===== src/rtl/vga_buf_reader_if.sv =====
// Read-port and video-output bundle of the frame-buffer scan-out stage.
// The reader drives the master side; the RAM port and display sink sit on the slave side.
interface vga_buf_reader_if #(
    parameter int P_DATA_W         = 8,
    parameter int P_LOG2_RAM_DEPTH = 15
);
    logic [P_LOG2_RAM_DEPTH-1:0] o_rd_addr;
    logic [P_DATA_W-1:0]         i_rd_data;
    logic [P_DATA_W-1:0]         o_pixel;
    logic                        o_de;
    logic                        o_hsync;
    logic                        o_vsync;
    logic                        o_frame_start;

    modport master (
        output o_rd_addr,
        input  i_rd_data,
        output o_pixel,
        output o_de,
        output o_hsync,
        output o_vsync,
        output o_frame_start
    );

    modport slave (
        input  o_rd_addr,
        output i_rd_data,
        input  o_pixel,
        input  o_de,
        input  o_hsync,
        input  o_vsync,
        input  o_frame_start
    );
endinterface


===== src/rtl/vga_buf_reader.sv =====
// VGA scan-out from the frame buffer: raster timing, pixel-replicating read addresses,
// and a 2-stage aligned output pipeline matching the 1-cycle registered RAM read.
module vga_buf_reader #(
    parameter int P_DATA_W         = 8,
    parameter int P_LOG2_RAM_DEPTH = 15,
    parameter int P_IMG_W          = 160,
    parameter int P_IMG_H          = 120,
    parameter int P_LOG2_SCALE     = 2,
    parameter int P_H_ACTIVE       = 640,
    parameter int P_H_FP           = 16,
    parameter int P_H_SYNC         = 96,
    parameter int P_H_BP           = 48,
    parameter int P_V_ACTIVE       = 480,
    parameter int P_V_FP           = 10,
    parameter int P_V_SYNC         = 2,
    parameter int P_V_BP           = 33
) (
    input  logic             i_clk,
    input  logic             i_rst_n,
    input  logic             i_en,
    vga_buf_reader_if.master bus
);
    localparam int H_TOTAL = P_H_ACTIVE + P_H_FP + P_H_SYNC + P_H_BP;
    localparam int V_TOTAL = P_V_ACTIVE + P_V_FP + P_V_SYNC + P_V_BP;
    localparam int H_W     = $clog2(H_TOTAL);
    localparam int V_W     = $clog2(V_TOTAL);
    localparam int SUB_W   = (P_LOG2_SCALE > 0) ? P_LOG2_SCALE : 1;
    localparam int AW      = P_LOG2_RAM_DEPTH;

    localparam logic [H_W-1:0]   H_LAST     = H_W'(H_TOTAL - 1);
    localparam logic [H_W-1:0]   H_ACT_END  = H_W'(P_H_ACTIVE);
    localparam logic [H_W-1:0]   H_ACT_LAST = H_W'(P_H_ACTIVE - 1);
    localparam logic [H_W-1:0]   HS_START   = H_W'(P_H_ACTIVE + P_H_FP);
    localparam logic [H_W-1:0]   HS_END     = H_W'(P_H_ACTIVE + P_H_FP + P_H_SYNC);
    localparam logic [V_W-1:0]   V_LAST     = V_W'(V_TOTAL - 1);
    localparam logic [V_W-1:0]   V_ACT_END  = V_W'(P_V_ACTIVE);
    localparam logic [V_W-1:0]   VS_START   = V_W'(P_V_ACTIVE + P_V_FP);
    localparam logic [V_W-1:0]   VS_END     = V_W'(P_V_ACTIVE + P_V_FP + P_V_SYNC);
    localparam logic [SUB_W-1:0] SUB_MAX    = SUB_W'((1 << P_LOG2_SCALE) - 1);
    localparam logic [AW-1:0]    IMG_W_C    = AW'(P_IMG_W);
    localparam logic [AW-1:0]    LAST_BASE  = AW'((P_IMG_H - 1) * P_IMG_W);
    localparam logic [P_DATA_W-1:0] PIX_BLANK = '0;

    typedef enum logic [0:0] {
        ST_IDLE = 1'b0,
        ST_SCAN = 1'b1
    } state_t;

    state_t           state_r, next_state_s;
    logic [H_W-1:0]   h_cnt_r;
    logic [V_W-1:0]   v_cnt_r;
    logic [SUB_W-1:0] sub_x_r, sub_y_r;
    logic [AW-1:0]    line_base_r;
    logic             scan_s, frame_wrap_s, active_s;
    logic             hsync_s, vsync_s, frame_start_s;
    logic             de_d1_r, hs_d1_r, vs_d1_r, fs_d1_r;

    // Raster decode of the current counter position.
    always_comb begin
        scan_s        = (state_r == ST_SCAN);
        frame_wrap_s  = (h_cnt_r == H_LAST) && (v_cnt_r == V_LAST);
        active_s      = scan_s && (h_cnt_r < H_ACT_END) && (v_cnt_r < V_ACT_END);
        hsync_s       = !(scan_s && (h_cnt_r >= HS_START) && (h_cnt_r < HS_END));
        vsync_s       = !(scan_s && (v_cnt_r >= VS_START) && (v_cnt_r < VS_END));
        frame_start_s = scan_s && (h_cnt_r == '0) && (v_cnt_r == '0);
    end

    // Scan state register.
    always_ff @(posedge i_clk or negedge i_rst_n) begin
        if (!i_rst_n) begin
            state_r <= ST_IDLE;
        end else begin
            state_r <= next_state_s;
        end
    end

    // Scan may only stop at a frame boundary so the display never sees a truncated frame.
    always_comb begin
        next_state_s = state_r;
        case (state_r)
            ST_IDLE: begin
                if (i_en) next_state_s = ST_SCAN;
                else      next_state_s = ST_IDLE;
            end
            ST_SCAN: begin
                if (frame_wrap_s && !i_en) next_state_s = ST_IDLE;
                else                       next_state_s = ST_SCAN;
            end
            default: next_state_s = ST_IDLE;
        endcase
    end

    // Horizontal and vertical position counters; held at the origin while idle.
    always_ff @(posedge i_clk or negedge i_rst_n) begin
        if (!i_rst_n) begin
            h_cnt_r <= '0;
            v_cnt_r <= '0;
        end else if (!scan_s) begin
            h_cnt_r <= '0;
            v_cnt_r <= '0;
        end else if (h_cnt_r == H_LAST) begin
            h_cnt_r <= '0;
            v_cnt_r <= (v_cnt_r == V_LAST) ? '0 : v_cnt_r + V_W'(1);
        end else begin
            h_cnt_r <= h_cnt_r + H_W'(1);
        end
    end

    // Read address tracks the next counter position; the last stored row never advances
    // line_base, so vertical blanking keeps a valid in-image address.
    always_ff @(posedge i_clk or negedge i_rst_n) begin
        if (!i_rst_n) begin
            bus.o_rd_addr <= '0;
            line_base_r   <= '0;
            sub_x_r       <= '0;
            sub_y_r       <= '0;
        end else if (!scan_s || frame_wrap_s) begin
            bus.o_rd_addr <= '0;
            line_base_r   <= '0;
            sub_x_r       <= '0;
            sub_y_r       <= '0;
        end else if (active_s && (h_cnt_r == H_ACT_LAST)) begin
            sub_x_r <= '0;
            if ((sub_y_r == SUB_MAX) && (line_base_r != LAST_BASE)) begin
                sub_y_r       <= '0;
                line_base_r   <= line_base_r + IMG_W_C;
                bus.o_rd_addr <= line_base_r + IMG_W_C;
            end else begin
                sub_y_r       <= (sub_y_r == SUB_MAX) ? '0 : sub_y_r + SUB_W'(1);
                bus.o_rd_addr <= line_base_r;
            end
        end else if (active_s) begin
            if (sub_x_r == SUB_MAX) begin
                sub_x_r       <= '0;
                bus.o_rd_addr <= bus.o_rd_addr + AW'(1);
            end else begin
                sub_x_r       <= sub_x_r + SUB_W'(1);
            end
        end else begin
            bus.o_rd_addr <= line_base_r;
        end
    end

    // Two-stage delay of the timing flags so they line up with the RAM read data.
    always_ff @(posedge i_clk or negedge i_rst_n) begin
        if (!i_rst_n) begin
            de_d1_r           <= 1'b0;
            hs_d1_r           <= 1'b1;
            vs_d1_r           <= 1'b1;
            fs_d1_r           <= 1'b0;
            bus.o_de          <= 1'b0;
            bus.o_hsync       <= 1'b1;
            bus.o_vsync       <= 1'b1;
            bus.o_frame_start <= 1'b0;
            bus.o_pixel       <= PIX_BLANK;
        end else begin
            de_d1_r           <= active_s;
            hs_d1_r           <= hsync_s;
            vs_d1_r           <= vsync_s;
            fs_d1_r           <= frame_start_s;
            bus.o_de          <= de_d1_r;
            bus.o_hsync       <= hs_d1_r;
            bus.o_vsync       <= vs_d1_r;
            bus.o_frame_start <= fs_d1_r;
            bus.o_pixel       <= de_d1_r ? bus.i_rd_data : PIX_BLANK;
        end
    end
endmodule


===== src/flat_wrapper.sv =====
// flat-port wrapper written by rule: the top's interface ports become plain ports
module vga_buf_reader_flat 
#(
    parameter int P_DATA_W         = 8,
    parameter int P_LOG2_RAM_DEPTH = 15,
    parameter int P_IMG_W          = 160,
    parameter int P_IMG_H          = 120,
    parameter int P_LOG2_SCALE     = 2,
    parameter int P_H_ACTIVE       = 640,
    parameter int P_H_FP           = 16,
    parameter int P_H_SYNC         = 96,
    parameter int P_H_BP           = 48,
    parameter int P_V_ACTIVE       = 480,
    parameter int P_V_FP           = 10,
    parameter int P_V_SYNC         = 2,
    parameter int P_V_BP           = 33
)
  (i_clk, i_rst_n, i_en, bus_o_rd_addr, bus_i_rd_data, bus_o_pixel, bus_o_de, bus_o_hsync, bus_o_vsync, bus_o_frame_start);
  vga_buf_reader_if #(.P_DATA_W(P_DATA_W), .P_LOG2_RAM_DEPTH(P_LOG2_RAM_DEPTH)) bus_i ();
  input  logic i_clk;
  input  logic i_rst_n;
  input  logic i_en;
  output wire logic [$bits(bus_i.o_rd_addr)-1:0] bus_o_rd_addr;
  input wire logic [$bits(bus_i.i_rd_data)-1:0] bus_i_rd_data;
  output wire logic [$bits(bus_i.o_pixel)-1:0] bus_o_pixel;
  output wire logic [$bits(bus_i.o_de)-1:0] bus_o_de;
  output wire logic [$bits(bus_i.o_hsync)-1:0] bus_o_hsync;
  output wire logic [$bits(bus_i.o_vsync)-1:0] bus_o_vsync;
  output wire logic [$bits(bus_i.o_frame_start)-1:0] bus_o_frame_start;
  assign bus_o_rd_addr = bus_i.o_rd_addr;
  assign bus_i.i_rd_data = bus_i_rd_data;
  assign bus_o_pixel = bus_i.o_pixel;
  assign bus_o_de = bus_i.o_de;
  assign bus_o_hsync = bus_i.o_hsync;
  assign bus_o_vsync = bus_i.o_vsync;
  assign bus_o_frame_start = bus_i.o_frame_start;
  vga_buf_reader #(.P_DATA_W(P_DATA_W), .P_LOG2_RAM_DEPTH(P_LOG2_RAM_DEPTH), .P_IMG_W(P_IMG_W), .P_IMG_H(P_IMG_H), .P_LOG2_SCALE(P_LOG2_SCALE), .P_H_ACTIVE(P_H_ACTIVE), .P_H_FP(P_H_FP), .P_H_SYNC(P_H_SYNC), .P_H_BP(P_H_BP), .P_V_ACTIVE(P_V_ACTIVE), .P_V_FP(P_V_FP), .P_V_SYNC(P_V_SYNC), .P_V_BP(P_V_BP)) u_core (.i_clk(i_clk), .i_rst_n(i_rst_n), .i_en(i_en), .bus(bus_i));
endmodule

===== config.mk =====
export PLATFORM = sky130hd
export DESIGN_NAME = vga_buf_reader_flat
export DESIGN_NICKNAME = d
export VERILOG_FILES = /design/src/rtl/vga_buf_reader_if.sv /design/src/rtl/vga_buf_reader.sv /design/src/flat_wrapper.sv
export SDC_FILE = /design/constraint.sdc
export NUM_CORES = 1
export LEC_CHECK = 0
export BUFFER_PORTS_ARGS = -buffer_cell sky130_fd_sc_hd__buf_2
export CAP_MARGIN = 20
export CORE_ASPECT_RATIO = 1.1
export CORE_UTILIZATION = 63
export DETAILED_ROUTE_END_ITERATION = 8
export GPL_ROUTABILITY_DRIVEN = 0
export MAX_ROUTING_LAYER = met4
export PLACE_DENSITY = 0.85
export RECOVER_POWER = 25
export SLEW_MARGIN = 20
export SYNTH_ARGS = -nofsm -noshare
export SYNTH_HDL_FRONTEND = slang
export SYNTH_SLANG_ARGS = --single-unit

===== constraint.sdc =====
create_clock -name i_clk -period 4.65 [get_ports i_clk]
set_input_delay 0.6975 -clock i_clk [delete_from_list [all_inputs] [get_ports i_clk]]
set_output_delay 0.6975 -clock i_clk [all_outputs]
set_load 0.01 [all_outputs]

==> impl_results.md, run 1 <==
- CTS tree: yes
- Final Setup Violations: 0
- Post-Synth Adder-Cell Area: 0.0288
- PD cells: 292 mW/mm2
- Worst setup path endpoint: u_core.bus.o_rd_addr[7]
- Post-detail-place hpwl: 5.36 mm
- CTS buffer count: 9
- Sw frac: 0.222
- N_diodes: 0
- Largest family of logic cells by synthesized area: simple AND/OR/NAND/NOR gates
- Period Utilization, post-route: 0.626
- DIE HEIGHT: 79.8 um
- Fraction of the mapped netlist area in compound gates: 0.127
- RSZ-0062 raised after global routing: false
- Ys flop type: dfrtp_1
- Worst setup margin: 1.74 ns
- Wirelength per Cell: 16.6 um
- Initial DRC count: 209
- Post-synthesis cell count: 364
- Core ar.: 0.00513 mm2
- Max Freq: 344 MHz
- # DRC: 0
- Rows: 27
- Detail Route Antenna Nets: 0
- Die X: 72.8 um
- CP endpoint kind: flip-flop
- Fillers: 395
- Share of cells above drive strength 1: 0.171
- Worst Path Arrival: 3.16 ns
- H-tree Lvls: 3
- Largest net degree at the start of global routing: 40
- Fin nets: 418
- Routed WL: 7.88 mm
- Clk sinks: 66
- FF-to-FF setup slack: 1.74 ns
- Clock power share: 0.475
- CP max stage delay: 0.65 ns
- Clock buffer depth: 2
- Slew @ Worst Pin: 1.45 ns
- Net switching power: 0.000254 W
- Top delay family on crit path: simple AND/OR/NAND/NOR gates
- Final hold vios: 0
- Cell Area, Synth: 0.00347 mm2
- Critical Path RT: 4.90 ns
- Async SR Flop Fraction: 1.00
- Post-synthesis mux area share: 0.00288
- CTS Hold Bufs: 0
- Die ar.: 0.00581 mm2
- Critical Path Source Type: flip-flop
- Final slew viol count: 0
- First-pass GRT wire length: 13.3 mm
- RR Endpoint: u_core.bus.o_rd_addr[7]
- Syn Nets: 383
- Synth warn: 0
- I/O pin cnt: 38
- Synth Area in XOR/XNOR: 0.0757
- Area grow syn2layout: 13.0%
- Sequential cell area fraction in the yosys report: 0.477
- Worst path buffer plus inverter count: 1
- Status: finished clean
- Routed vias: 2974
- Setup TNS: 0 ns
- Minimum clock period: 2.91 ns
- Worst slack, placed: 1.92 ns
- 1st-pass router iterations: 6
- Worst path cell trace: o21ai_0 -> nand3_1 -> clkinv_1 -> nand2_2 -> nor2_1 -> o41ai_1 -> a32o_1
- Setup CP Type: reg2reg
- Post CTS Setup Buffer Count: 0
- CTS root buffer: clkbuf_8
- Comb power frac: 0.020
- Peak supply drop: 264 uV
- Clk_lat worst skew: 0.36 ns
- Post-Synth Simple-Gate Area: 0.261
- Port bufs: 37
- Worst relative slew slack: 0.0301
- R2R cell count: 7
- Yosys reg bits: 66
- Crit-path slowest cell: nor2_1
- Clock Skew: 0.00874 ns
- Leak: 1.76 nW
- Overflow after GRT: 0
- Internal power: 0.000891 W
- Average cell area after synthesis: 9.53 um2
- Initial core utilization: 0.676
- Worst min path class: reg2reg
- Setup crit start: u_core.h_cnt_r[8]
- Initial antenna violation count: 0
- Max-cap violation count: 0
- Reg clk slew, reported paths: 0.07 ns
- Vias in the first global route: 2828
- Post-synth cell types: 55
- Drt via density: 6.25
- Critical path depth: 7
- Sequential share of power: 0.505
- Post-synth EDFFs: 0
- FF-to-FF Start: u_core.h_cnt_r[8]
- GR Util All Layers: 0.316
- CTS resizes: 0
- Critical path peak fanout: 16
[per-layer routing]
metal  vias up  wire [um]  GRT usage
met5         -          0          -
li1       1385          -          -
met2       116       3950      0.510
met3        13        418     0.0467
met4         0        165      0.167
met1      1460       3350      0.385
[worst min-delay path by stage]
stage                        start                       end  slack, ns  depth (start not counted)
CTS                        i_rst_n     u_core.bus.o_pixel[1]       0.36                          1
finish              u_core.vs_d1_r        u_core.bus.o_vsync       0.36                          0
detailed placement  u_core.vs_d1_r        u_core.bus.o_vsync       0.35                          0
floorplan           u_core.fs_d1_r  u_core.bus.o_frame_start       0.33                          0
global route        u_core.vs_d1_r        u_core.bus.o_vsync       0.37                          0
global placement    u_core.fs_d1_r  u_core.bus.o_frame_start       0.33                          0
[stage by stage]
| stage | cells | cell area, um2 | power, W | hold WS [ns] | utilization |
|---|---|---|---|---|---|
| finish | 476 | 3920 | 0.00114 | 0.358 | 0.763 |
| global route | 476 | 3920 | 0.00118 | 0.366 | 0.763 |
| detailed placement | 460 | 3700 | 0.000613 | 0.348 | 0.720 |
| CTS | 476 | 3920 | 0.00115 | 0.356 | 0.764 |
| floorplan | 364 | 3470 | 0.000594 | 0.331 | - |
| global placement | 460 | 3700 | 0.000612 | 0.332 | 0.720 |
[state kept, by name, summed over array words and instances (netlist names)]
register                  count
u_core.bus.o_rd_addr         15
u_core.h_cnt_r               10
u_core.line_base_r           10
u_core.v_cnt_r               10
u_core.bus.o_pixel            8
u_core.sub_x_r                2
u_core.sub_y_r                2
u_core.bus.o_de               1
u_core.bus.o_frame_start      1
u_core.bus.o_hsync            1
u_core.bus.o_vsync            1
u_core.de_d1_r                1
u_core.fs_d1_r                1
u_core.hs_d1_r                1
u_core.scan_s                 1
u_core.vs_d1_r                1
[kinds of logic after synthesis]
| kind of cell | Yosys count |
|---|---|
| flip-flops | 66 |
| AO/OA/AOI/OAI | 66 |
| multiplexers | 1 |
| AND/OR/NAND/NOR | 170 |
| XOR/XNOR | 30 |
| buffers and inverters | 23 |
| adder cells (fa/ha/maj) | 8 |
[cell type report]
class | count | area [um2] | share of cell area
timing repair buffer | 39 | 199 | 0.0508
tap | 72 | 90.1 | 0.0230
sequential | 66 | 1660 | 0.423
clock inverter | 7 | 100 | 0.0255
inverter | 8 | 30.0 | 0.00766
clock buffer | 9 | 124 | 0.0316
multi-input combinational | 275 | 1720 | 0.439
[power groups by stage]
stage / Combinational [W] / Sequential [W] / Clock [W]
global route: 0.0000267 / 0.000578 / 0.000573
detailed placement: 0.0000241 / 0.000589 / 0
CTS: 0.0000243 / 0.000578 / 0.000546
finish: 0.0000229 / 0.000578 / 0.000544
floorplan: 0.00000247 / 0.000591 / 0
global placement: 0.0000234 / 0.000589 / 0
[synth_stat cells, types with 2 or more instances]
| library cell | n | area [um2] |
|---|---|---|
| a21oi_1 | 15 | 75.1 |
| a22o_1 | 2 | 17.5 |
| a31o_2 | 2 | 17.5 |
| a31oi_1 | 6 | 37.5 |
| a32o_1 | 2 | 20.0 |
| and2_1 | 10 | 62.6 |
| and3_1 | 14 | 87.6 |
| and4_1 | 4 | 35.0 |
| buf_2 | 2 | 10.0 |
| clkbuf_1 | 12 | 45.0 |
| dfrtp_1 | 62 | 1550 |
| dfstp_2 | 4 | 105 |
| ha_1 | 8 | 100 |
| inv_1 | 7 | 26.3 |
| nand2_1 | 30 | 113 |
| nand2b_1 | 3 | 18.8 |
| nand3_1 | 22 | 110 |
| nand4_1 | 9 | 56.3 |
| nor2_1 | 42 | 158 |
| nor2b_1 | 3 | 18.8 |
| nor3_1 | 7 | 35.0 |
| nor4_1 | 5 | 31.3 |
| nor4b_1 | 3 | 26.3 |
| o21a_1 | 3 | 22.5 |
| o21ai_0 | 14 | 70.1 |
| o221ai_1 | 3 | 26.3 |
| o22ai_1 | 2 | 12.5 |
| o311ai_0 | 2 | 17.5 |
| o31ai_1 | 4 | 30.0 |
| o41ai_1 | 2 | 17.5 |
| or3_1 | 4 | 25.0 |
| or4_1 | 3 | 22.5 |
| or4b_2 | 3 | 30.0 |
| xnor2_1 | 11 | 96.3 |
| xor2_1 | 19 | 166 |
[cell usage in the layout, fill, tap and decap left out, types with 8 or more instances in the layout]
cell      count
dfrtp_1      62
nor2_1       42
buf_2        36
nand2_1      30
nand3_1      22
xor2_1       19
a21oi_1      15
and3_1       14
o21ai_0      14
xnor2_1      11
nand4_1       9
clkbuf_8      9
ha_1          8
(Power assumes the default switching activity.)
==> inputs of run 2 (changes only) <==
--- a/config.mk
+++ b/config.mk
@@ -5,14 +5,15 @@
 export SDC_FILE = /design/constraint.sdc
 export NUM_CORES = 1
 export LEC_CHECK = 0
+export ABC_AREA = 1
 export BUFFER_PORTS_ARGS = -buffer_cell sky130_fd_sc_hd__buf_2
 export CAP_MARGIN = 20
 export CORE_ASPECT_RATIO = 1.1
-export CORE_UTILIZATION = 63
+export CORE_UTILIZATION = 59
 export DETAILED_ROUTE_END_ITERATION = 8
 export GPL_ROUTABILITY_DRIVEN = 0
 export MAX_ROUTING_LAYER = met4
-export PLACE_DENSITY = 0.85
+export PLACE_DENSITY = 0.8
 export RECOVER_POWER = 25
 export SLEW_MARGIN = 20
 export SYNTH_ARGS = -nofsm -noshare
==> constraint.sdc (replaced) <==
create_clock -name i_clk -period 2.8 [get_ports i_clk]
set_input_delay 0.42 -clock i_clk [delete_from_list [all_inputs] [get_ports i_clk]]
set_output_delay 0.42 -clock i_clk [all_outputs]
set_load 0.01 [all_outputs]
==> run 2 against run 1 <==
Against the previous run:
- flip-flop and latch count did not move
- the run now ends with capacitance limit, slew limit left
- fmax rose by 40%
- sequential share of layout area fell by 3.0 points
- clock-buffer cell count did not move
- design area rose by 7.6%
- area after synthesis rose by 8.4%
- core utilization fell by 7.8 points
- power rose by 130%
- synthesized cell count rose by 40%
- via count rose by 20%
==> impl_results.md, run 2 <==
- PD cells: 630 mW/mm2 (+120%)
- Yosys reg bits: 66 (unchanged)
- Hold WS: 0.255 ns (-0.103 ns)
- Initial core utilization: 0.611 (-0.0645)
- Leak: 2.15 nW (+22%)
- DIE HEIGHT: 85.8 um (+7.4%)
- Post CTS Setup Buffer Count: 0 (unchanged)
- Ys flop type: dfrtp_1
- Post-synthesis mux area share: 0 (-0.00288)
- CTS root buffer: clkbuf_8
- Final slew viol count: 67 (+67)
- CTS buffer count: 9 (unchanged)
- Commonest non-fill, non-tap cell in the layout: nand2_1
- Routed vias: 3581 (+20%)
- Post-Synth Simple-Gate Area: 0.349 (+0.0874)
- Max reg flops: 15 (unchanged)
- Peak supply drop: 393 uV (+49%)
- N_diodes: 0 (unchanged)
- Clock Skew: 0.00732 ns (-0.00142 ns)
- Crit-path slowest cell: dfrtp_1
- Reg with most FFs: u_core.bus.o_rd_addr
- Port bufs: 37 (unchanged)
- Max-cap violation count: 1 (+1)
- Largest family of logic cells by synthesized area: simple AND/OR/NAND/NOR gates
- CP max stage delay: 0.41 ns (-0.24 ns)
- Detail Route Antenna Nets: 0 (unchanged)
- Max Freq: 482 MHz (+40%)
- Synth warn: 0 (unchanged)
- Vias in the first global route: 3336 (+18%)
- Die X: 78.1 um (+7.4%)
- Sequential cell area fraction in the yosys report: 0.440 (-0.0372)
- Critical Path Source Type: flip-flop
- Critical path peak fanout: 18 (+2)
- Slew @ Worst Pin: 1.58 ns (+0.122 ns)
- Final hold vios: 0 (unchanged)
- CTS tree: yes
- Fillers: 522 (+32%)
- Top Metal Used: met4
- 1st-pass router iterations: 5 (-1)
- Drt via density: 5.63 (-9.9%)
- Share of cells above drive strength 1: 0.147 (-0.0233)
- Post-synth cell types: 34 (-38%)
- Clk_lat worst skew: 0.34 ns (-0.02 ns)
- Async SR Flop Fraction: 1.00 (unchanged)
- Rows: 30 (+11%)
- RSZ-0062 raised after global routing: false
- Synth Area in XOR/XNOR: 0.0210 (-0.0548)
- Worst relative slew slack: -0.0514 (-0.0815)
- Final Setup Violations: 0 (unchanged)
- CTS resizes: 0 (unchanged)
- Initial antenna violation count: 0 (unchanged)
- Cell Area, Synth: 0.00376 mm2 (+8.4%)
- Worst path cell trace: ha_1 -> nand3_4 -> inv_2 -> nand3_2 -> nand2_2 -> nand2_2 -> inv_2 -> nor2_1 -> nand2_1 -> o21ai_0
- Post-synthesis cell count: 511 (+40%)
- Die ar.: 0.00670 mm2 (+15%)
- Fraction of the mapped netlist area in compound gates: 0.0828 (-0.0445)
- GR Util All Layers: 0.297 (-0.0189)
- Commonest cells post-synth: 156 x nand2_1, 62 x dfrtp_1, 62 x nor2_1
- Reg clk slew, reported paths: 0.08 ns (about the same)
- Largest net degree at the start of global routing: 67 (+68%)
- Met3 WL: 756 um (+81%)
- Wirelength per Cell: 14.3 um (-13%)
- Most numerous cell in the Yosys netlist: nand2_1
- Failing checks: capacitance limit, slew limit
- Met1 WL: 3.93 mm (+18%)
- I/O pin cnt: 38 (unchanged)
- CP endpoint kind: flip-flop
- Post-synth top area share: 0.412 (-0.0348)
- # DRC: 0 (unchanged)
- Critical Path RT: 3.03 ns (-1.87 ns)
- Synth area leaders: dfrtp_1 41%, nand2_1 16%, nor2_1 6.2%
- Initial DRC count: 312 (+49%)
- Worst min path class: in2reg
- Post-detail-place hpwl: 6.33 mm (+18%)
- Average cell area after synthesis: 7.36 um2 (-23%)
- CTS Hold Bufs: 0 (unchanged)
- Setup TNS: 0 ns (unchanged)
- Area grow syn2layout: 12.1%
- Overflow after GRT: 0 (unchanged)
- Setup CP Type: reg2reg
- Most frequent cells in the layout: 156 x nand2_1, 62 x nor2_1, 62 x dfrtp_1, 53 x inv_1, 44 x nand3_1
- H-tree Lvls: 3 (unchanged)
- Worst Path Arrival: 2.30 ns (-0.86 ns)
- Clock buffer depth: 2 (unchanged)
- Met2 wire length: 4.27 mm (+8.1%)
- Post-synth EDFFs: 0 (unchanged)
- Routed WL: 9.12 mm (+16%)
- Fin nets: 570 (+36%)
- Minimum clock period: 2.08 ns (-0.835 ns)
- Status: finished, violations left
- Post-synth top area cell: dfrtp_1
- Syn Nets: 530 (+38%)
- First-pass GRT wire length: 15.1 mm (+13%)
- Post-Synth Adder-Cell Area: 0.0266 (-0.00225)
- Period Utilization, post-route: 0.741 (+0.115)
- Core ar.: 0.00616 mm2 (+20%)
- Clk sinks: 66 (unchanged)
[run 2: cell count changes in the layout (fill, tap and decap cells not counted), sizes merged, moves of 4 or more]
cell   previous run  this run
and4              4         0
o31ai             4         0
and2             10         0
xnor2            11         1
xor2             19         8
inv               9        61
o21ai            15        26
nand3            22        47
and3             15         2
nor2             42        68
or3               5         0
nand2            31       161
[run 2: stage by stage]
step	setup WS, ns	total power (W)	util	cell area [um2]	std cells
floorplan	1.22	0.00152	-	3760	511
global placement	0.860	0.00167	0.647	3980	620
detailed placement	0.786	0.00169	0.647	3980	620
CTS	0.757	0.00266	0.686	4220	636
global route	0.505	0.00280	0.685	4220	636
finish	0.725	0.00266	0.685	4220	636
[run 2: kinds of logic (layout without fill, tap and decap cells)]
| kind of cell | count (synthesis) | in the layout |
|---|---|---|
| and+or+nand+nor | 302 | 302 |
| buffers and inverters | 70 | 115 |
| DFF | 66 | 66 |
| AOI/OAI and AO/OA | 56 | 56 |
| adders and majority gates | 8 | 8 |
| xor gates and xnor gates | 9 | 9 |
[run 2: worst max-delay path, delay by kind of cell, from the launching register on]
kind                     cells  cell delay [ns]
adder cells (fa/ha/maj)      1             0.25
buffers and inverters        2             0.28
AO/OA/AOI/OAI                1             0.07
AND/OR/NAND/NOR              6             0.94
flip-flops                   1             0.41
[run 2: report_power, final]
part           leakage (nW)  total [W]  switching [W]  internal [W]
registers             0.844    0.00122       0.000148       0.00107
clock network         0.123   0.000971       0.000380      0.000591
logic                  1.18   0.000468       0.000288      0.000180
total                  2.15    0.00266       0.000817       0.00184
[run 2: final timing paths]
| kind | from | endpoint | slack [ns] | cells past startpoint |
|---|---|---|---|---|
| hold reg to reg | u_core.vs_d1_r | u_core.bus.o_vsync | 0.36 | 0 |
| setup reg to reg | u_core.h_cnt_r[0] | u_core.sub_x_r[0] | 0.72 | 10 |
| max in group asynchronous | i_rst_n | u_core.v_cnt_r[0] | 1.31 | 2 |
| min in group asynchronous | i_rst_n | u_core.bus.o_pixel[3] | 0.56 | 2 |
| setup / recovery | u_core.h_cnt_r[0] | u_core.sub_x_r[0] | 0.72 | 10 |
| hold / removal | i_en | u_core.scan_s | 0.25 | 2 |
[run 2: cell type report]
cell class	count	area, um2	area share
sequential	66	1660	0.393
inverter	61	229	0.0543
multi-input combinational	375	1800	0.427
clock inverter	7	118	0.0279
tap	80	100	0.0237
clock buffer	9	124	0.0294
timing repair buffer	38	190	0.0451
[run 2: layer usage]
| layer | up-vias | GRT usage |
|---|---|---|
| met1 | 1646 | 0.380 |
| met3 | 20 | 0.0553 |
| li1 | 1719 | - |
| met2 | 196 | 0.462 |
| met4 | 0 | 0.133 |
| met5 | - | - |
